===== src/rtl/axis_frame_fifo_pkg.sv =====
// Shared constants for the store-and-forward AXI-Stream frame FIFO.
package axis_frame_fifo_pkg;

    // Entry layout is {tlast, tuser, tdata}; these offsets sit just above tdata.
    localparam int unsigned TUSER_BIT        = 0;
    localparam int unsigned TLAST_BIT        = 1;
    localparam int unsigned ENTRY_EXTRA_BITS = 2;

    // One extra pointer bit separates a full buffer from an empty one.
    localparam int unsigned PTR_EXTRA_BITS   = 1;

endpackage


===== src/rtl/axis_frame_fifo_ram.sv =====
// Simple dual-port RAM: synchronous write port, registered synchronous read port.
module axis_frame_fifo_ram #(
    parameter int unsigned ADDR_WIDTH = 6,
    parameter int unsigned WIDTH      = 10
) (
    input  logic                  clk,
    input  logic                  rst_n,
    input  logic                  wr_en,
    input  logic [ADDR_WIDTH-1:0] wr_addr,
    input  logic [WIDTH-1:0]      wr_data,
    input  logic                  rd_en,
    input  logic [ADDR_WIDTH-1:0] rd_addr,
    output logic [WIDTH-1:0]      rd_data
);

    logic [WIDTH-1:0] mem [0:(2**ADDR_WIDTH)-1];
    logic [WIDTH-1:0] rd_data_q;
    logic [WIDTH-1:0] rd_data_d;

    always_ff @(posedge clk) begin
        if (wr_en) begin
            mem[wr_addr] <= wr_data;
        end
    end

    always_comb begin
        rd_data_d = rd_data_q;
        if (rd_en) begin
            rd_data_d = mem[rd_addr];
        end
    end

    // The read register doubles as the output stage, so it is reset; the array is not.
    always_ff @(posedge clk or negedge rst_n) begin
        if (!rst_n) begin
            rd_data_q <= '0;
        end else begin
            rd_data_q <= rd_data_d;
        end
    end

    assign rd_data = rd_data_q;

endmodule


===== src/rtl/axis_frame_fifo.sv =====
// Store-and-forward AXI-Stream frame FIFO; drops overflowing frames.
// AXIS_FRAME_FIFO_DROP_BAD_FRAME_EN: also drop frames flagged by tuser on tlast.
module axis_frame_fifo
    import axis_frame_fifo_pkg::*;
#(
    parameter int unsigned ADDR_WIDTH     = 6,
    parameter int unsigned DATA_WIDTH     = 8,
    parameter int unsigned DROP_WHEN_FULL = 0
) (
    input  logic                  clk,
    input  logic                  rst,
    input  logic [DATA_WIDTH-1:0] input_axis_tdata,
    input  logic                  input_axis_tvalid,
    output logic                  input_axis_tready,
    input  logic                  input_axis_tlast,
    input  logic                  input_axis_tuser,
    output logic [DATA_WIDTH-1:0] output_axis_tdata,
    output logic                  output_axis_tvalid,
    input  logic                  output_axis_tready,
    output logic                  output_axis_tlast,
    output logic                  output_axis_tuser,
    output logic                  overflow,
    output logic                  bad_frame,
    output logic                  good_frame
);

    localparam int unsigned PW    = ADDR_WIDTH + PTR_EXTRA_BITS;
    localparam int unsigned EW    = DATA_WIDTH + ENTRY_EXTRA_BITS;
    localparam int unsigned DEPTH = 2 ** ADDR_WIDTH;
    localparam logic [PW-1:0] DEPTH_PTR = PW'(DEPTH);
    localparam logic [PW-1:0] PTR_ONE   = PW'(1);
    localparam logic          DROP_FULL = (DROP_WHEN_FULL != 0);

    logic [PW-1:0] wr_ptr_q, wr_ptr_d;
    logic [PW-1:0] wr_ptr_cur_q, wr_ptr_cur_d;
    logic [PW-1:0] rd_ptr_q, rd_ptr_d;
    logic          drop_frame_q, drop_frame_d;
    logic          out_valid_q, out_valid_d;
    logic          overflow_q, overflow_d;
    logic          bad_frame_q, bad_frame_d;
    logic          good_frame_q, good_frame_d;

    logic [PW-1:0] used_all, used_cur;
    logic          full, full_wr, empty;
    logic          in_fire, wr_en, rd_en, stored_tuser;
    logic [EW-1:0] wr_data, rd_data;

    always_comb begin
        used_all = wr_ptr_cur_q - rd_ptr_q;
        used_cur = wr_ptr_cur_q - wr_ptr_q;
        full     = (used_all == DEPTH_PTR);
        full_wr  = (used_cur == DEPTH_PTR);
        empty    = (rd_ptr_q == wr_ptr_q);
    end

    assign input_axis_tready = ~full | full_wr | drop_frame_q | DROP_FULL;
    assign in_fire           = input_axis_tvalid & input_axis_tready;

`ifdef AXIS_FRAME_FIFO_DROP_BAD_FRAME_EN
    assign stored_tuser = 1'b0;
`else
    assign stored_tuser = input_axis_tuser;
`endif

    assign wr_data = {input_axis_tlast, stored_tuser, input_axis_tdata};

    always_comb begin
        wr_ptr_d     = wr_ptr_q;
        wr_ptr_cur_d = wr_ptr_cur_q;
        drop_frame_d = drop_frame_q;
        overflow_d   = 1'b0;
        bad_frame_d  = 1'b0;
        good_frame_d = 1'b0;
        wr_en        = 1'b0;
        if (in_fire) begin
            if (drop_frame_q) begin
                if (input_axis_tlast) begin
                    drop_frame_d = 1'b0;
                end
            end else if (full) begin
                wr_ptr_cur_d = wr_ptr_q;
                overflow_d   = 1'b1;
                if (!input_axis_tlast) begin
                    drop_frame_d = 1'b1;
                end
            end else begin
                wr_en        = 1'b1;
                wr_ptr_cur_d = wr_ptr_cur_q + PTR_ONE;
                if (input_axis_tlast) begin
`ifdef AXIS_FRAME_FIFO_DROP_BAD_FRAME_EN
                    if (input_axis_tuser) begin
                        wr_ptr_cur_d = wr_ptr_q;
                        bad_frame_d  = 1'b1;
                    end else begin
                        wr_ptr_d     = wr_ptr_cur_q + PTR_ONE;
                        good_frame_d = 1'b1;
                    end
`else
                    wr_ptr_d     = wr_ptr_cur_q + PTR_ONE;
                    good_frame_d = 1'b1;
`endif
                end
            end
        end
    end

    // The RAM read register is the output stage: refill whenever it is empty or draining.
    always_comb begin
        rd_en       = ~empty & (~out_valid_q | output_axis_tready);
        rd_ptr_d    = rd_ptr_q;
        out_valid_d = out_valid_q;
        if (rd_en) begin
            rd_ptr_d    = rd_ptr_q + PTR_ONE;
            out_valid_d = 1'b1;
        end else if (output_axis_tready) begin
            out_valid_d = 1'b0;
        end
    end

    always_ff @(posedge clk or negedge rst) begin
        if (!rst) begin
            wr_ptr_q     <= '0;
            wr_ptr_cur_q <= '0;
            rd_ptr_q     <= '0;
            drop_frame_q <= 1'b0;
            out_valid_q  <= 1'b0;
            overflow_q   <= 1'b0;
            bad_frame_q  <= 1'b0;
            good_frame_q <= 1'b0;
        end else begin
            wr_ptr_q     <= wr_ptr_d;
            wr_ptr_cur_q <= wr_ptr_cur_d;
            rd_ptr_q     <= rd_ptr_d;
            drop_frame_q <= drop_frame_d;
            out_valid_q  <= out_valid_d;
            overflow_q   <= overflow_d;
            bad_frame_q  <= bad_frame_d;
            good_frame_q <= good_frame_d;
        end
    end

    axis_frame_fifo_ram #(
        .ADDR_WIDTH(ADDR_WIDTH),
        .WIDTH     (EW)
    ) u_ram (
        .clk    (clk),
        .rst_n  (rst),
        .wr_en  (wr_en),
        .wr_addr(wr_ptr_cur_q[ADDR_WIDTH-1:0]),
        .wr_data(wr_data),
        .rd_en  (rd_en),
        .rd_addr(rd_ptr_q[ADDR_WIDTH-1:0]),
        .rd_data(rd_data)
    );

    assign output_axis_tdata  = rd_data[DATA_WIDTH-1:0];
    assign output_axis_tuser  = rd_data[DATA_WIDTH+TUSER_BIT];
    assign output_axis_tlast  = rd_data[DATA_WIDTH+TLAST_BIT];
    assign output_axis_tvalid = out_valid_q;
    assign overflow           = overflow_q;
    assign bad_frame          = bad_frame_q;
    assign good_frame         = good_frame_q;

endmodule


===== config.mk =====
export PLATFORM = sky130hd
export DESIGN_NAME = axis_frame_fifo
export DESIGN_NICKNAME = d
export VERILOG_FILES = /design/src/rtl/axis_frame_fifo_pkg.sv /design/src/rtl/axis_frame_fifo_ram.sv /design/src/rtl/axis_frame_fifo.sv
export SDC_FILE = /design/constraint.sdc
export NUM_CORES = 1
export LEC_CHECK = 0
export CAP_MARGIN = 30
export CORE_ASPECT_RATIO = 1.2
export CORE_MARGIN = 2
export CORE_UTILIZATION = 30
export DETAILED_ROUTE_END_ITERATION = 10
export PLACE_DENSITY = 0.52
export SKIP_LAST_GASP = 1
export SLEW_MARGIN = 40
export SYNTH_ARGS = -nofsm -noshare
export SYNTH_HDL_FRONTEND = slang
export SYNTH_SLANG_ARGS = --single-unit

===== constraint.sdc =====
create_clock -name clk -period 3.5 [get_ports clk]
set_clock_uncertainty 0.05 [all_clocks]
set_input_delay 0.7 -clock clk [delete_from_list [all_inputs] [get_ports clk]]
set_output_delay 0.7 -clock clk [all_outputs]
set_load 0.02 [all_outputs]

# [Yosys cells after proc, flatten, opt, wreduce, memory -nomap -nowiden]
# Memory sizes are Yosys's and may differ from the RTL's. A register that Yosys moved wholly into a read port is not among the register bits.
# Cells that the tools add are included.
[totals] reg_bits=25 latchBits=0 mem_bits_rw=640 rom_bits=0 in_bits=14 out_inout_bits=15 n_memories=1
[mem_list] name="u_ram.mem" depth=64 width=10 read_ports=1 rd_ports_with_merged_regs=1 write_ports=1 line="axis_frame_fifo_ram.sv:16" source="logic [WIDTH-1:0] mem [0:(2**ADDR_WIDTH)-1];"
[op_classes] addsub=4 n_mul=0 div_mod_pow=0 order_cmp=0 eq_ne=3 shifts=0 mux=18 bitwise_logic=9 n_reduce_logical=4
[ops] cell="1-bit 2-to-1 mux" count=17
[ops] cell="7-bit by 1-bit adder with 7-bit output (second input constant)" count=2
[ops] cell="7-bit == test (second input constant)" count=2
[ops] cell="7-bit subtractor" count=2
[ops] cell="7-bit == test" count=1
[ops] cell="7-bit 2-to-1 mux" count=1
[ops] cell="1-bit inverter" count=4
[ops] cell="4-bit AND reduction" count=1
[ops] cell="1-bit OR" count=3
[ops] cell="1-bit bitwise AND" count=2
[ops] cell="2-bit AND reduction" count=1
[ops] cell="2-bit nonzero test" count=1
[ops] cell="1-bit zero test" count=1

# [Logic depth before layout (Yosys ltp)]
[depth] word_depth=9 ltp_mapped=13 depth_no_buf=9

# [Modules after synthesis]
# Synthesis repeated with hierarchy kept, for this count alone.
[unflattened] hier_cells=1350 hier_area_um2=27121.0
[modules_own_cells] module="axis_frame_fifo_ram" instances=1 cells_per_inst=1145 area_per_inst_um2=25249.2 seq_area_each_um2=19468.7
[modules_own_cells] module="axis_frame_fifo" instances=1 cells_per_inst=205 area_per_inst_um2=1871.8 seq_area_each_um2=625.6

# [Worst setup path before layout]
# OpenSTA, ideal clock, no wires.
[synth_timing] kind="reg-to-reg" start="register rd_ptr_q[3]" end="memory u_ram.mem[38][0], enable pin" setup_time_ps=376 t_arrival_ps=3235 required_ps=3074 setup_slack_ps=-161 stages_incl_launch_ff=12 path_buffers=3 path_cell_list="dfrtp_1 > inv_2 > buf_2 > buf_1 > ha_1 > and4_1 > o21ai_1 > a31oi_1 > o21a_1 > or4b_1 > clkbuf_1 > nor2_1"
[synth_via] elab_chain_cells=9 word_cells_on_any_way=11 cone_classes="add/sub (1); eq/ne (1); mux (5); bitwise (4)"
[synth_rtl] item="from (decl)" line="axis_frame_fifo.sv:36" source="logic [PW-1:0] rd_ptr_q, rd_ptr_d;"
[synth_rtl] item="from (signal assigned)" line="axis_frame_fifo.sv:133" source="rd_ptr_q <= rd_ptr_d;"
[synth_rtl] item="7-bit subtractor (*)" line="axis_frame_fifo.sv:49" source="used_all = wr_ptr_cur_q - rd_ptr_q;"
[synth_rtl] item="7-bit == test (*)" line="axis_frame_fifo.sv:51" source="full = (used_all == DEPTH_PTR);"
[synth_rtl] item="1-bit inverter (no source line)"
[synth_rtl] item="1-bit OR (2 in a row)" line="axis_frame_fifo.sv:56" source="assign input_axis_tready = ~full | full_wr | drop_frame_q | DROP_FULL;"
[synth_rtl] item="1-bit bitwise AND" line="axis_frame_fifo.sv:57" source="assign in_fire = input_axis_tvalid & input_axis_tready;"
[synth_rtl] item="1-bit 2-to-1 mux (*)" line="axis_frame_fifo.sv:75" source="if (in_fire) begin"
[synth_rtl] item="1-bit 2-to-1 mux (*)" line="axis_frame_fifo_ram.sv:21" source="if (wr_en) begin"
[synth_rtl] item="1-bit 2-to-1 mux (implied by the code) (*)" line="axis_frame_fifo_ram.sv:22" source="mem[wr_addr] <= wr_data;"
[synth_rtl] item="to (decl)" line="axis_frame_fifo_ram.sv:16"
# Mark *: on every way between the ends. The rest lies on a longest branch, timed or not.

# [Worst setup path in the final report]
[layout_timing] start="register wr_ptr_q[1]" end="output port input_axis_tready"
[layout_via] elab_chain_cells=4
[layout_rtl] item="from (decl)" line="axis_frame_fifo.sv:34" source="logic [PW-1:0] wr_ptr_q, wr_ptr_d;"
[layout_rtl] item="from (signal assigned)" line="axis_frame_fifo.sv:131" source="wr_ptr_q <= wr_ptr_d;"
[layout_rtl] item="7-bit subtractor" line="axis_frame_fifo.sv:50" source="used_cur = wr_ptr_cur_q - wr_ptr_q;"
[layout_rtl] item="7-bit == test" line="axis_frame_fifo.sv:52" source="full_wr = (used_cur == DEPTH_PTR);"
[layout_rtl] item="1-bit OR (2 in a row)" line="axis_frame_fifo.sv:56"
[layout_rtl] item="to (decl)" line="axis_frame_fifo.sv:14" source="output logic input_axis_tready,"
# No other way between the ends.

==> reports/results.tsv <==
stage	metric	value	unit
final_layout	ant diodes	0	
floorplan	starting density of the core	0.3028	
setup_path	Crit path required time	2.75	ns
setup_path	crit path DAT	2.65	ns
setup_path	CP max stage delay	0.38	ns
floorplan	die height	333.0	um
final_layout	final core utilization	0.3526	
timing	Slew Viols, Final	0	
timing	Max Fclk	0.2944	GHz
setup_path	critical path launch point type	register	
setup_path	CP Launch Point	wr_ptr_q[1]	
setup_path	setup slack, reg-to-reg	0.23	ns
synth	Mean Syn Cell Area	19.23	um^2
drt	total wire length	68.24	mm
global_route	vias in the first global route	14330	
floorplan	Placement Rows	120	
placement	GPL Wtd Cong	0.8780	
global_route	first-pass GRT wire length	99.53	mm
global_route	initial antenna violation count	4	
clock_network	clock insertion delay at the later pin of the skew report	0.61	ns
placement	Port Buf Inserts	27	
synth	post-synthesis cell count	1407	
synth	Mapped Area	27050	um^2
drt	First-pass DRT Iterations	5	
setup_path	Register-to-Register Path Depth	10	
floorplan	Core ar.	89340	um^2
drt	via count	13850	
synth	ranking of synthesized cells by area	edfxtp_1 71%, mux4_2 12%, dfrtp_1 3.2%	
clock_network	TritonCTS clock tree	done	
timing	min Tclk post-route	3.397	ns
setup_path	R2R Path Start	wr_ptr_cur_q[2]	
synth	number of synthesis warnings	0	
synth	Syn Nets	1435	
power_and_ir_drop	power per cell area	774.5	nW/um^2
clock_network	CTS clock-pin slew for the worst setup and hold paths	0.06	ns
global_route	GR Overflow Total	0	
setup_path	Slowest cell on crit path	dfrtp_1	
synth	Synth Flop Type	edfxtp_1	
global_route	total track usage	0.1477	
timing	headroom to the max-slew limit	0.4548	
floorplan	Die X	278.1	um
clock_network	clk buf depth	3	
timing	Least-Margin Pin Slew	0.8178	ns
placement	placed cell count	2646	
final_layout	final net count	1590	
timing	Final WS setup	0.1032	ns
final_layout	area growth from synthesis to layout	16.44	%
drt	drt via density	5.002	
final_layout	layout cells sized above 1	0.2590	
setup_path	cell family with most CP delay	simple AND/OR/NAND/NOR gates	
timing	final hold violation count	0	
hold_path	Hold Startpoint	input_axis_tdata[4]	
synth	commonest cells in the netlist	640 x edfxtp_1, 147 x mux4_2, 103 x nor2_1	
synth	share of the synthesized area in the top cell type	0.7104	
final_layout	multi-input logic area	6530	um^2
synth	cell accounting for the most synthesized area	edfxtp_1	
setup_path	CP bufs+invs	2	
placement	Post-Place Setup Slack	0.1888	ns
outcome	status	finished clean	
drt	Initial DRC Count	1266	
power_and_ir_drop	Peak VDD IR	0.0005088	V
placement	DP Wirelength	42.71	mm
setup_path	R2R Path End	u_ram.mem[31][5]	
setup_path	Crit Path Category	reg -> out	
setup_path	critical path depth	9	
drt	DR WL/cell	24.64	um
setup_path	worst-path fanout max	5	
synth	Post-synth EDFFs	640	
power_and_ir_drop	total power draw	24400	uW
timing	Final setup viols	0	
final_layout	FF/Latch Area	20100	um^2
setup_path	CP endpoint kind	primary output	
run	max_cap viols	0	
hold_path	Hold Path Class	in -> reg	
synth	#FFs+latches synth	675	
clock_network	CTS root buffer	clkbuf_16	
final_layout	Layout Cells excl Fill	2769	
floorplan	io pins	29	
clock_network	clock buffer count from CTS	66	
drt	DRC viols	0	
hold_path	Hold Path Depth	1	
floorplan	full die area	92610	um^2
clock_network	htree depth	3	
power_and_ir_drop	Leak	0.01025	uW
synth	async set-or-reset flop fraction in the synthesized netlist	0.05185	
global_route	pin count of the biggest net entering global routing	97	
synth	most frequent cell after synthesis	edfxtp_1	
final_layout	fillers	8272	
drt	ANT nets after route	0	
timing	Final period util	0.9705	
synth	sequential area share after synthesis	0.7428	
clock_network	CTS sink count	675	
setup_path	critical-path cell list	inv_1 > ha_1 > nor2b_4 > o31a_1 > nand4_1 > mux2_4 > or2_4 > nand2_2 > buf_6	
setup_path	Worst Setup EP	input_axis_tready	
synth	library cells used by synthesis	62	
worst register-to-register path, delay by kind of cell (launching register included):
kind | cells | cell delay [ns]
compound gates | 2 | 0.28
buf+inv | 3 | 0.59
flops | 1 | 0.41
simple gates | 4 | 1.30
fa+ha+maj | 1 | 0.34
stage by stage:
| step | area [um^2] | TNS (ns) | hold WS, ns |
|---|---|---|---|
| CTS | 31410 | 0 | 0.4574 |
| detailed placement | 29360 | 0 | 0.4873 |
| global placement | 29360 | 0 | 0.4749 |
| finish | 31500 | 0 | 0.4864 |
| global route | 31500 | -0.003914 | 0.4831 |
| floorplan | 27110 | -42.85 | 0.3544 |
cells in the final DEF (no fill, tap or decap), types with 5 or more instances in the layout:
cell type / Yosys / layout
nand2b_1: 10 / 10
clkinv_2: 0 / 7
nand2_1: 61 / 60
clkdlybuf4s50_1: 0 / 15
nor3_1: 14 / 14
nor2_2: 0 / 22
xnor2_1: 17 / 17
dfrtp_1: 35 / 33
o21ai_0: 15 / 15
clkbuf_1: 29 / 15
a21oi_1: 27 / 26
inv_1: 12 / 12
clkinv_1: 1 / 18
a221oi_1: 8 / 8
a22oi_1: 6 / 6
clkbuf_16: 0 / 67
mux4_2: 147 / 147
a31oi_1: 5 / 5
nand4_1: 6 / 6
bufinv_16: 0 / 5
nor2_1: 103 / 81
xor2_1: 6 / 6
buf_2: 22 / 8
o21ai_1: 15 / 14
mux2i_1: 71 / 71
nand3_1: 28 / 28
ha_1: 14 / 13
edfxtp_1: 640 / 640
buf_4: 9 / 134
o221ai_1: 13 / 13
o211ai_1: 6 / 6
o22ai_1: 6 / 6
sequential cells by signal, indices dropped and copies added, names as in the netlist:
signal	cells
good_frame	1
u_ram.mem	640
drop_frame_q	1
u_ram.rd_data	10
rd_ptr_q	7
output_axis_tvalid	1
wr_ptr_cur_q	7
overflow	1
wr_ptr_q	7
layout make-up:
type	count	area share
Tap cell	1159	0.04603
Inverter	17	0.002026
Clock buffer	83	0.05545
Clock inverter	33	0.009016
Sequential cell	675	0.6381
Multi-Input combinational cell	638	0.2073
Timing Repair Buffer	164	0.04206
per-layer routing:
layer | vias up | wire length, um | global-route usage
met5 | - | 30 | 0
met4 | 6 | 1901 | 0.05302
met3 | 97 | 3671 | 0.02353
met2 | 424 | 33690 | 0.2471
met1 | 7302 | 28940 | 0.1943
li1 | 6021 | - | -
what timing repair did:
| action | CTS | global route |
|---|---|---|
| hold buffers | 1 | 0 |
| hold endpoints to repair | 2 | 0 |
| pin swaps | 0 | 4 |
| gates resized for setup | 6 | 6 |
| setup endpoints to repair | 1 | 1 |
| buffers inserted | 1 | 4 |
how the worst min path moves through the flow:
stage | slack [ns] | to
2_1_floorplan | 0.35 | drop_frame_q
3_3_place_gp | 0.47 | wr_ptr_q[5]
3_5_place_dp | 0.49 | wr_ptr_q[5]
4_1_cts | 0.46 | u_ram.mem[6][4]
5_1_grt | 0.48 | u_ram.mem[5][4]
6_report | 0.49 | u_ram.mem[19][4]
cell families (layout without fill, tap and decap cells):
group,after synthesis,after routing,share of synthesized area
AO/OA/AOI/OAI,131,131,0.03293
other,1,1,0.0001386
buffers and inverters,94,297,0.01905
AND/OR/NAND/NOR,249,249,0.04158
XOR/XNOR,23,23,0.007446
flip-flops,675,675,0.7428
multiplexers,220,220,0.1496
adder cells (fa/ha/maj),14,14,0.006475
where the power goes:
group / switching [uW] / internal (uW)
registers: 293 / 9290
logic: 4670 / 3310
clock network: 2940 / 3900
Note: power is estimated with default switching activity, not from simulation.
